**config.mk**
```make
export PLATFORM = sky130hd
export DESIGN_NAME = pipeline_hazard_ctrl_flat
export DESIGN_NICKNAME = d
export VERILOG_FILES = /design/src/rtl/rv32_pipe_pkg.sv /design/src/rtl/pipeline_hazard_ctrl_if.sv /design/src/rtl/pipeline_hazard_ctrl_hazard_detect.sv /design/src/rtl/pipeline_hazard_ctrl.sv /design/src/flat_wrapper.sv
export SDC_FILE = /design/constraint.sdc
export NUM_CORES = 1
export LEC_CHECK = 0
export CORE_UTILIZATION = 45
export CTS_BUF_LIST = sky130_fd_sc_hd__clkbuf_8 sky130_fd_sc_hd__clkbuf_16
export DETAILED_ROUTE_END_ITERATION = 10
export GPL_ROUTABILITY_DRIVEN = 0
export PLACE_DENSITY = 0.75
export REMOVE_ABC_BUFFERS = 1
export SYNTH_ARGS = -nofsm -noshare
export SYNTH_HDL_FRONTEND = slang
export SYNTH_SLANG_ARGS = --single-unit
```
**constraint.sdc**
```tcl
create_clock -name clk -period 4.85 [get_ports clk]
set_clock_uncertainty 0.1 [all_clocks]
set_input_delay 0.97 -clock clk [delete_from_list [all_inputs] [get_ports clk]]
set_output_delay 0.97 -clock clk [all_outputs]
set_load 0.05 [all_outputs]
```
**src/rtl/rv32_pipe_pkg.sv**
```systemverilog
// Shared types and constants for the RV32I 5-stage pipeline control blocks.
package rv32_pipe_pkg;

  localparam int             REG_IDX_W = 5;
  localparam logic [4:0]     REG_ZERO  = 5'd0;

  // Stall/flush controller states: normal flow or frozen on a data-memory wait.
  typedef enum logic [0:0] {
    RUN      = 1'b0,
    MEM_WAIT = 1'b1
  } hazard_state_e;

  // True when an operand that is actually read names the given destination register.
  function automatic logic reg_match(input logic                 use_reg,
                                     input logic [REG_IDX_W-1:0] src,
                                     input logic [REG_IDX_W-1:0] dst);
    return use_reg && (src == dst);
  endfunction

endpackage

```
**src/rtl/pipeline_hazard_ctrl_if.sv**
```systemverilog
// Pipeline <-> hazard controller signal bundle: ID/EX operand info and memory
// handshake flow in, register enables/flushes flow back out to the datapath.
interface pipeline_hazard_ctrl_if;
  import rv32_pipe_pkg::*;

  logic [REG_IDX_W-1:0] id_rs1;
  logic [REG_IDX_W-1:0] id_rs2;
  logic                 id_use_rs1;
  logic                 id_use_rs2;
  logic                 ex_valid;
  logic [REG_IDX_W-1:0] ex_rd;
  logic                 ex_mem_read;
  logic                 ex_redirect;
  logic                 mem_req;
  logic                 mem_ready;

  logic                 pc_en;
  logic                 ifid_en;
  logic                 ifid_flush;
  logic                 idex_en;
  logic                 idex_flush;
  logic                 exmem_en;
  logic                 exmem_flush;

  // Datapath side: reports stage contents, obeys enables/flushes.
  modport master (
    output id_rs1, id_rs2, id_use_rs1, id_use_rs2,
    output ex_valid, ex_rd, ex_mem_read, ex_redirect,
    output mem_req, mem_ready,
    input  pc_en, ifid_en, ifid_flush, idex_en, idex_flush, exmem_en, exmem_flush
  );

  // Controller side.
  modport slave (
    input  id_rs1, id_rs2, id_use_rs1, id_use_rs2,
    input  ex_valid, ex_rd, ex_mem_read, ex_redirect,
    input  mem_req, mem_ready,
    output pc_en, ifid_en, ifid_flush, idex_en, idex_flush, exmem_en, exmem_flush
  );

endinterface

```
**src/rtl/pipeline_hazard_ctrl_hazard_detect.sv**
```systemverilog
// Load-use hazard compare: the EX instruction is a load whose destination is
// read by the instruction in ID. Pure combinational so the forwarding unit can
// reuse it unchanged.
module hazard_detect
  import rv32_pipe_pkg::*;
(
  input  logic [REG_IDX_W-1:0] id_rs1,
  input  logic [REG_IDX_W-1:0] id_rs2,
  input  logic                 id_use_rs1,
  input  logic                 id_use_rs2,
  input  logic                 ex_valid,
  input  logic [REG_IDX_W-1:0] ex_rd,
  input  logic                 ex_mem_read,
  output logic                 load_use
);

  // x0 is hard-wired zero, so a load targeting it never produces a dependency.
  always_comb begin
    load_use = ex_valid && ex_mem_read && (ex_rd != REG_ZERO) &&
               (reg_match(id_use_rs1, id_rs1, ex_rd) ||
                reg_match(id_use_rs2, id_rs2, ex_rd));
  end

endmodule

```
**src/rtl/pipeline_hazard_ctrl.sv**
```systemverilog
// Central stall/flush controller for the 5-stage RV32I pipeline: load-use
// bubbles, wrong-path squash on redirect, whole-pipe freeze on memory wait,
// saturating stall counter and sticky memory-timeout flag.
module pipeline_hazard_ctrl
  import rv32_pipe_pkg::*;
#(
  parameter int CNT_W       = 32,
  parameter int MEM_TIMEOUT = 255
) (
  input  logic                     clk,
  input  logic                     rst,
  pipeline_hazard_ctrl_if.slave    bus,
  output logic [CNT_W-1:0]         stall_cycles,
  output logic                     mem_err
);

  localparam int  WAIT_W     = (MEM_TIMEOUT > 0) ? $clog2(MEM_TIMEOUT + 1) : 1;
  localparam bit  TIMEOUT_EN = (MEM_TIMEOUT != 0);

  hazard_state_e       state_q, state_d;
  logic [WAIT_W-1:0]   wait_cnt_q, wait_cnt_d;
  logic [CNT_W-1:0]    stall_cycles_q, stall_cycles_d;
  logic                mem_err_q, mem_err_d;

  logic load_use;
  logic mem_stall;
  logic pc_en, ifid_en, ifid_flush, idex_en, idex_flush, exmem_en, exmem_flush;

  hazard_detect u_hazard_detect (
    .id_rs1      (bus.id_rs1),
    .id_rs2      (bus.id_rs2),
    .id_use_rs1  (bus.id_use_rs1),
    .id_use_rs2  (bus.id_use_rs2),
    .ex_valid    (bus.ex_valid),
    .ex_rd       (bus.ex_rd),
    .ex_mem_read (bus.ex_mem_read),
    .load_use    (load_use)
  );

  assign mem_stall = bus.mem_req && !bus.mem_ready;

  // Enable/flush mux. Staying in MEM_WAIT happens exactly when mem_stall holds
  // (ready or a dropped request both leave), so the freeze condition is the
  // same in both states and the exit cycle falls straight through to the
  // redirect/load-use rules with no dead cycle.
  always_comb begin
    pc_en       = 1'b1;
    ifid_en     = 1'b1;
    ifid_flush  = 1'b0;
    idex_en     = 1'b1;
    idex_flush  = 1'b0;
    exmem_en    = 1'b1;
    exmem_flush = 1'b0;
    if (rst) begin
      pc_en       = 1'b0;
      ifid_en     = 1'b0;
      ifid_flush  = 1'b1;
      idex_en     = 1'b0;
      idex_flush  = 1'b1;
      exmem_en    = 1'b0;
      exmem_flush = 1'b1;
    end else if (mem_stall) begin
      pc_en    = 1'b0;
      ifid_en  = 1'b0;
      idex_en  = 1'b0;
      exmem_en = 1'b0;
    end else if (bus.ex_redirect) begin
      // Both younger instructions are on the wrong path; any load-use on the
      // ID instruction is moot because it is being killed.
      ifid_flush = 1'b1;
      idex_flush = 1'b1;
    end else if (load_use) begin
      // Hold PC and IF/ID, push one bubble into EX.
      pc_en      = 1'b0;
      ifid_en    = 1'b0;
      idex_flush = 1'b1;
    end
  end

  // Next-state for FSM, wait counter, stall counter and sticky error.
  always_comb begin
    state_d        = state_q;
    wait_cnt_d     = wait_cnt_q;
    stall_cycles_d = stall_cycles_q;
    mem_err_d      = mem_err_q;
    if (rst) begin
      state_d        = RUN;
      wait_cnt_d     = '0;
      stall_cycles_d = '0;
      mem_err_d      = 1'b0;
    end else begin
      case (state_q)
        RUN: begin
          if (mem_stall) begin
            state_d    = MEM_WAIT;
            wait_cnt_d = WAIT_W'(1);
          end
        end
        MEM_WAIT: begin
          if (mem_stall) begin
            if (wait_cnt_q != {WAIT_W{1'b1}}) begin
              wait_cnt_d = wait_cnt_q + WAIT_W'(1);
            end
          end else begin
            state_d    = RUN;
            wait_cnt_d = '0;
          end
        end
        default: begin
          state_d    = RUN;
          wait_cnt_d = '0;
        end
      endcase
      // wait_cnt_d is the number of frozen cycles including this one.
      if (TIMEOUT_EN && mem_stall && (wait_cnt_d == WAIT_W'(MEM_TIMEOUT))) begin
        mem_err_d = 1'b1;
      end
      if (!pc_en && !(&stall_cycles_q)) begin
        stall_cycles_d = stall_cycles_q + CNT_W'(1);
      end
    end
  end

  // State registers.
  always_ff @(posedge clk) begin
    state_q        <= state_d;
    wait_cnt_q     <= wait_cnt_d;
    stall_cycles_q <= stall_cycles_d;
    mem_err_q      <= mem_err_d;
  end

  assign bus.pc_en       = pc_en;
  assign bus.ifid_en     = ifid_en;
  assign bus.ifid_flush  = ifid_flush;
  assign bus.idex_en     = idex_en;
  assign bus.idex_flush  = idex_flush;
  assign bus.exmem_en    = exmem_en;
  assign bus.exmem_flush = exmem_flush;
  assign stall_cycles    = stall_cycles_q;
  assign mem_err         = mem_err_q;

endmodule

```
**src/flat_wrapper.sv**
```systemverilog
// flat-port wrapper written by rule: the top's interface ports become plain ports
module pipeline_hazard_ctrl_flat import rv32_pipe_pkg::*;
#(
  parameter int CNT_W       = 32,
  parameter int MEM_TIMEOUT = 255
)
  (clk, rst, stall_cycles, mem_err, bus_id_rs1, bus_id_rs2, bus_id_use_rs1, bus_id_use_rs2, bus_ex_valid, bus_ex_rd, bus_ex_mem_read, bus_ex_redirect, bus_mem_req, bus_mem_ready, bus_pc_en, bus_ifid_en, bus_ifid_flush, bus_idex_en, bus_idex_flush, bus_exmem_en, bus_exmem_flush);
  pipeline_hazard_ctrl_if bus_i ();
  input  logic clk;
  input  logic rst;
  output logic [CNT_W-1:0] stall_cycles;
  output logic mem_err;
  input wire logic [$bits(bus_i.id_rs1)-1:0] bus_id_rs1;
  input wire logic [$bits(bus_i.id_rs2)-1:0] bus_id_rs2;
  input wire logic [$bits(bus_i.id_use_rs1)-1:0] bus_id_use_rs1;
  input wire logic [$bits(bus_i.id_use_rs2)-1:0] bus_id_use_rs2;
  input wire logic [$bits(bus_i.ex_valid)-1:0] bus_ex_valid;
  input wire logic [$bits(bus_i.ex_rd)-1:0] bus_ex_rd;
  input wire logic [$bits(bus_i.ex_mem_read)-1:0] bus_ex_mem_read;
  input wire logic [$bits(bus_i.ex_redirect)-1:0] bus_ex_redirect;
  input wire logic [$bits(bus_i.mem_req)-1:0] bus_mem_req;
  input wire logic [$bits(bus_i.mem_ready)-1:0] bus_mem_ready;
  output wire logic [$bits(bus_i.pc_en)-1:0] bus_pc_en;
  output wire logic [$bits(bus_i.ifid_en)-1:0] bus_ifid_en;
  output wire logic [$bits(bus_i.ifid_flush)-1:0] bus_ifid_flush;
  output wire logic [$bits(bus_i.idex_en)-1:0] bus_idex_en;
  output wire logic [$bits(bus_i.idex_flush)-1:0] bus_idex_flush;
  output wire logic [$bits(bus_i.exmem_en)-1:0] bus_exmem_en;
  output wire logic [$bits(bus_i.exmem_flush)-1:0] bus_exmem_flush;
  assign bus_i.id_rs1 = bus_id_rs1;
  assign bus_i.id_rs2 = bus_id_rs2;
  assign bus_i.id_use_rs1 = bus_id_use_rs1;
  assign bus_i.id_use_rs2 = bus_id_use_rs2;
  assign bus_i.ex_valid = bus_ex_valid;
  assign bus_i.ex_rd = bus_ex_rd;
  assign bus_i.ex_mem_read = bus_ex_mem_read;
  assign bus_i.ex_redirect = bus_ex_redirect;
  assign bus_i.mem_req = bus_mem_req;
  assign bus_i.mem_ready = bus_mem_ready;
  assign bus_pc_en = bus_i.pc_en;
  assign bus_ifid_en = bus_i.ifid_en;
  assign bus_ifid_flush = bus_i.ifid_flush;
  assign bus_idex_en = bus_i.idex_en;
  assign bus_idex_flush = bus_i.idex_flush;
  assign bus_exmem_en = bus_i.exmem_en;
  assign bus_exmem_flush = bus_i.exmem_flush;
  pipeline_hazard_ctrl #(.CNT_W(CNT_W), .MEM_TIMEOUT(MEM_TIMEOUT)) u_core (.clk(clk), .rst(rst), .bus(bus_i), .stall_cycles(stall_cycles), .mem_err(mem_err));
endmodule
```
* Yosys cells after proc, flatten, opt, wreduce, memory -nomap -nowiden
Cells that the tools add are included.
** Word-level totals
- Register bits after elaboration :: 42
- Output and inout port bits :: 40
** Operators by class
- $add $sub $neg :: 2
- Equal/unequal tests :: 4
- Multiplexer cells :: 20
- Bitwise logic cells :: 1
- Reductions and logical operators :: 14
** Operator list (count)
- adder 32 x 1 -> 32 bit (second input constant) :: 1
- 2-to-1 mux 8 bit :: 4
- AND reduction 32 bit :: 1
- case mux 8 bit (2 select lines) :: 1
- 2-to-1 mux 1 bit :: 15
- equality test 5 bit :: 2
- adder 8 x 1 -> 8 bit (second input constant) :: 1
- equality test 8 bit (second input constant) :: 1
- logical AND 1 bit :: 8
- != test 8 bit (second input constant) :: 1
- nonzero test 5 bit :: 1
- zero test 1 bit :: 3
- logical OR 1 bit :: 1
- NOT 1 bit :: 1

* Depth between registers and ports, before layout
- Depth in word-level cells :: 10
- Depth in mapped cells :: 8
- Depth with buffers taken out :: 7

* Hierarchy
A second synthesis with hierarchy kept.
** Unflattened totals
- Cells, all modules :: 292
- Area, all modules :: 2392.3 um2
** By module, submodules not included
- pipeline_hazard_ctrl :: times used 1, cells an instance 275, area an instance 2257.2 um2
- hazard_detect :: times used 1, cells an instance 17, area an instance 135.1 um2

* Worst setup path after synthesis
Ideal clock, no wire load.
- Path kind :: input-to-output
- From :: input bus_mem_ready
- To :: output bus_pc_en
- Data arrival time :: 2.782 ns
- Data required time :: 3.780 ns
- Setup slack :: 0.998 ns
- Stages :: 4
- Path buffers :: 1
- Path through :: and2b_1 > nor2_1 > o21a_1 > buf_4
** On the way
- Cells in the longest elaborated chain, start to end :: 4
** Ends and longest elaborated chain
- start: declaration :: RTL line flat_wrapper.sv:22 : input wire logic [$bits(bus_i.mem_ready)-1:0] bus_mem_ready;
- zero test 1 bit :: RTL line pipeline_hazard_ctrl.sv:40 : assign mem_stall = bus.mem_req && !bus.mem_ready;
- logical AND 1 bit :: RTL line pipeline_hazard_ctrl.sv:40
- 2-to-1 mux 1 bit (2 in a row)
- end: declaration :: RTL line flat_wrapper.sv:23 : output wire logic [$bits(bus_i.pc_en)-1:0] bus_pc_en;
Every way passes these cells.

* Final worst setup path
- From :: input bus_ex_rd[4]
- To :: output bus_idex_flush
** On the way
- Cells in the longest elaborated chain, start to end :: 8
- Elaborated cells between the ends (all ways) :: 12
** Ends and longest elaborated chain
- start: declaration :: RTL line flat_wrapper.sv:18 : input wire logic [$bits(bus_i.ex_rd)-1:0] bus_ex_rd;
- equality test 5 bit :: RTL line rv32_pipe_pkg.sv:17 : return use_reg && (src == dst);
- logical AND 1 bit :: RTL line rv32_pipe_pkg.sv:17
- logical OR 1 bit :: RTL line pipeline_hazard_ctrl_hazard_detect.sv:20 : (reg_match(id_use_rs1, id_rs1, ex_rd) ||
- logical AND 1 bit (*) :: RTL line pipeline_hazard_ctrl_hazard_detect.sv:19 : load_use = ex_valid && ex_mem_read && (ex_rd != REG_ZERO) &&
- 2-to-1 mux 1 bit (*) :: RTL line pipeline_hazard_ctrl.sv:72 : end else if (load_use) begin
- 2-to-1 mux 1 bit (*) :: RTL line pipeline_hazard_ctrl.sv:67 : end else if (bus.ex_redirect) begin
- 2-to-1 mux 1 bit (*) :: RTL line pipeline_hazard_ctrl.sv:62 : end else if (mem_stall) begin
- 2-to-1 mux 1 bit (*) :: RTL line pipeline_hazard_ctrl.sv:54 : if (rst) begin
- end: declaration :: RTL line flat_wrapper.sv:27 : output wire logic [$bits(bus_i.idex_flush)-1:0] bus_idex_flush;
Every way passes the cells marked *; elsewhere a longest branch is shown, timed or not.

==> qor.csv <==
stage,metric,value,unit
final_layout,finish.net_count,389,
setup_path,worstSetupPathType,in -> out,
synthesis,number_of_enable_type_register_cells_in_the_synthesized_netlist,0,
synthesis,synth_xor_area_frac,0.126,
timing,finalHoldViolations,0,
clock_network,cts-root-to-sink-buffers,2,
clock_network,worst_skew_pair_later_pin_latency,0.30,ns
timing,fmaxAchievable,0.234,GHz
clock_network,clock_sinks,42,
route,drt_first_iter_violations,90,
global_routing,grt_overflow,0,
job,cap_viol_max_count,0,
timing,finalSetupTns,0,ns
synthesis,yosys_warnings,0,
final_layout,antenna_cells_inserted,0,
synthesis,postSynthCellCount,306,
die,floorplan.io_pins,64,
synthesis,synth.area.mux_share,0.00414,
final_layout,synthToLayoutAreaGrowth,31.8,%
synthesis,synth_simple_gate_area_share,0.343,
setup_path,worstPathMaxFanout,4,
synthesis,synth.most_common_cell,nor2_1,
synthesis,ys_top_cells_by_count,"47 x nor2_1, 42 x dfxtp_1, 23 x xor2_1",
clock_network,tritoncts,yes,
hold_path,min_path_type,reg -> reg,
route,avgRoutedWirePerCell,14.0,µm
timing,max_slew_margin,0.273,
synthesis,yosys_most_used_dff,dfxtp_1,
synthesis,synth_cell_types,47,
route,viasPerCell,5.51,
synthesis,synthDominantAreaCellType,dfxtp_1,
clock_network,cts-root-buf,clkbuf_8,
route,detailed_routing_iterations_pass_1,4,
clock_network,htreeDepth,2,
synthesis,synth.avg_cell_area,7.90,µm²
placed_design,placement.io_buffers,63,
synthesis,seq_area_frac_synth,0.348,
die,placeableCoreArea,0.00514,mm²
final_layout,utilization,0.620,
timing,finalSetupViolCount,0,
power,p_leak,1.08,nW
synthesis,synth_async_sr_flop_share,0,
timing,final_cycle_share,0.882,
timing,final_period_minus_worst_setup_slack,4.28,ns
synthesis,synth_top_family_by_area,simple AND/OR/NAND/NOR gates,
global_routing,wire_length_of_the_first_global_routing_pass,9710,µm
clock_network,post_cts_setup_buffer_count,0,
route,wl,6080,µm
die,initial_core_util,0.470,
die,fp-row-count,26,
power,irDropWorstVdd,0.112,mV
synthesis,synthAdderAreaFrac,0.0104,
clock_network,cts_resized,0,
clock_network,cts_hold_buf,0,
global_routing,grt_max_degree,43,
die,floorplan.die.width,75.3,µm
global_routing,first_global_vias,2137,
route,ant_nets,0,
setup_path,critical_path_arrival,3.21,ns
route,via_count,2392,
placed_design,place.detailed.hpwl,4440,µm
setup_path,worst-endpoint-required,3.78,ns
hold_path,holdCritStartpoint,u_core.mem_err,
synthesis,post_synthesis_compound_gate_area_fraction,0.128,
synthesis,syn-cell-area,0.00242,mm²
die,fp.dieH,75.3,µm
setup_path,timing.rr.start,u_core.wait_cnt_q[0],
clock_network,clk_pin_slew_worst_paths,0.08,ns
timing,finalMaxSlewViolations,0,
clock_network,tritoncts.num_buffers,5,
final_layout,final_layout_size_suffix_gt1_frac,0.0549,
route,drcViolationCount,0,
timing,tightestPinTransition,1.09,ns
synthesis,number_of_flip_flops_and_latches_in_the_synthesized_netlist,42,
global_routing,global_route.usage.total,0.221,
power,power-per-cell-area,218,mW/mm²
setup_path,critical_path.startpoint_type,input pin,
synthesis,synth.top_cells.by_area,"dfxtp_1 35%, xor2_1 8.3%, nor2_1 7.3%, nand4_1 5.4%, nand3_1 3.9%",
setup_path,timing.critical_path.to_type,output pin,
timing,grt_setup_unrepaired,no,
global_routing,antenna_found_initial,0,
status,outcome,"finished, final reports clean",
setup_path,crit_start,bus_ex_rd[4],
synthesis,yosys.area.top_type_share,0.348,
die,die_area,0.00567,mm²
## worst max-delay path: stages
cell	delay, ns
clkdlybuf4s50_1	0.54
xnor2_1	0.15
nand4_1	0.17
o22a_2	0.30
nor2_1	0.11
o21ai_0	0.08
nand2b_1	0.09
clkdlybuf4s50_1	0.79
## layout by cell type (no fill, tap or decap), drive strengths merged, types with 11 or more instances in the layout
cell,synthesis,layout
a21oi,15,15
and3,12,12
clkdlybuf4s50,0,59
dfxtp,42,42
nand2,21,21
nand3,19,19
nand4,21,21
nor2,47,47
xnor2,11,11
xor2,23,23
## registers in the layout, indices dropped and copies added, names as in the netlist
name	cells
u_core.state_q	1
u_core.stall_cycles	32
u_core.mem_err	1
u_core.wait_cnt_q	8
## where the power goes
part,total (mW),switching [mW],internal (mW)
sequential,0.353,0.00532,0.348
clock,0.233,0.120,0.113
combinational,0.107,0.0619,0.0451
## kinds of logic after synthesis
logic type / Yosys count
simple gates: 158
compound gates: 49
flops: 42
xor+xnor: 34
buf+inv: 20
fa+ha+maj: 2
mux: 1
## layout make-up
cell class	instances	area (µm²)
multi-input combinational	244	1490
timing repair buffer	65	661
tap	70	87.6
fill	479	1950
inverter	5	18.8
sequential	42	841
clock buffer	6	82.6
clock inverter	2	8.76
## worst paths after layout
| check | end | slack [ns] | depth (start not counted) |
|---|---|---|---|
| worst max register to register | u_core.mem_err | 2.61 | 6 |
| worst max-delay path | bus_idex_flush | 0.57 | 8 |
| worst min register to register | u_core.mem_err | 0.36 | 2 |
| worst min-delay path | u_core.mem_err | 0.36 | 2 |
## routing by layer
layer / share of wire / vias up / GRT usage
li1: - / 1210 / -
met1: 0.49 / 1139 / 0.292
met2: 0.47 / 36 / 0.367
met3: 0.026 / 7 / 0.0437
met4: 0.0099 / 0 / 0.0638
met5: 0 / - / 0
## through the flow
stage	setup slack (ns)	total power [mW]	hold slack (ns)	instances	cell area [µm²]
3_3_place_gp	0.636	0.467	0.342	426	3090
3_5_place_dp	0.572	0.468	0.341	426	3090
5_1_grt	0.433	0.721	0.418	434	3190
6_report	0.572	0.693	0.360	434	3190
2_1_floorplan	0.378	0.414	0.352	291	2340
4_1_cts	0.570	0.698	0.363	434	3190
(Power assumes the default switching activity.)
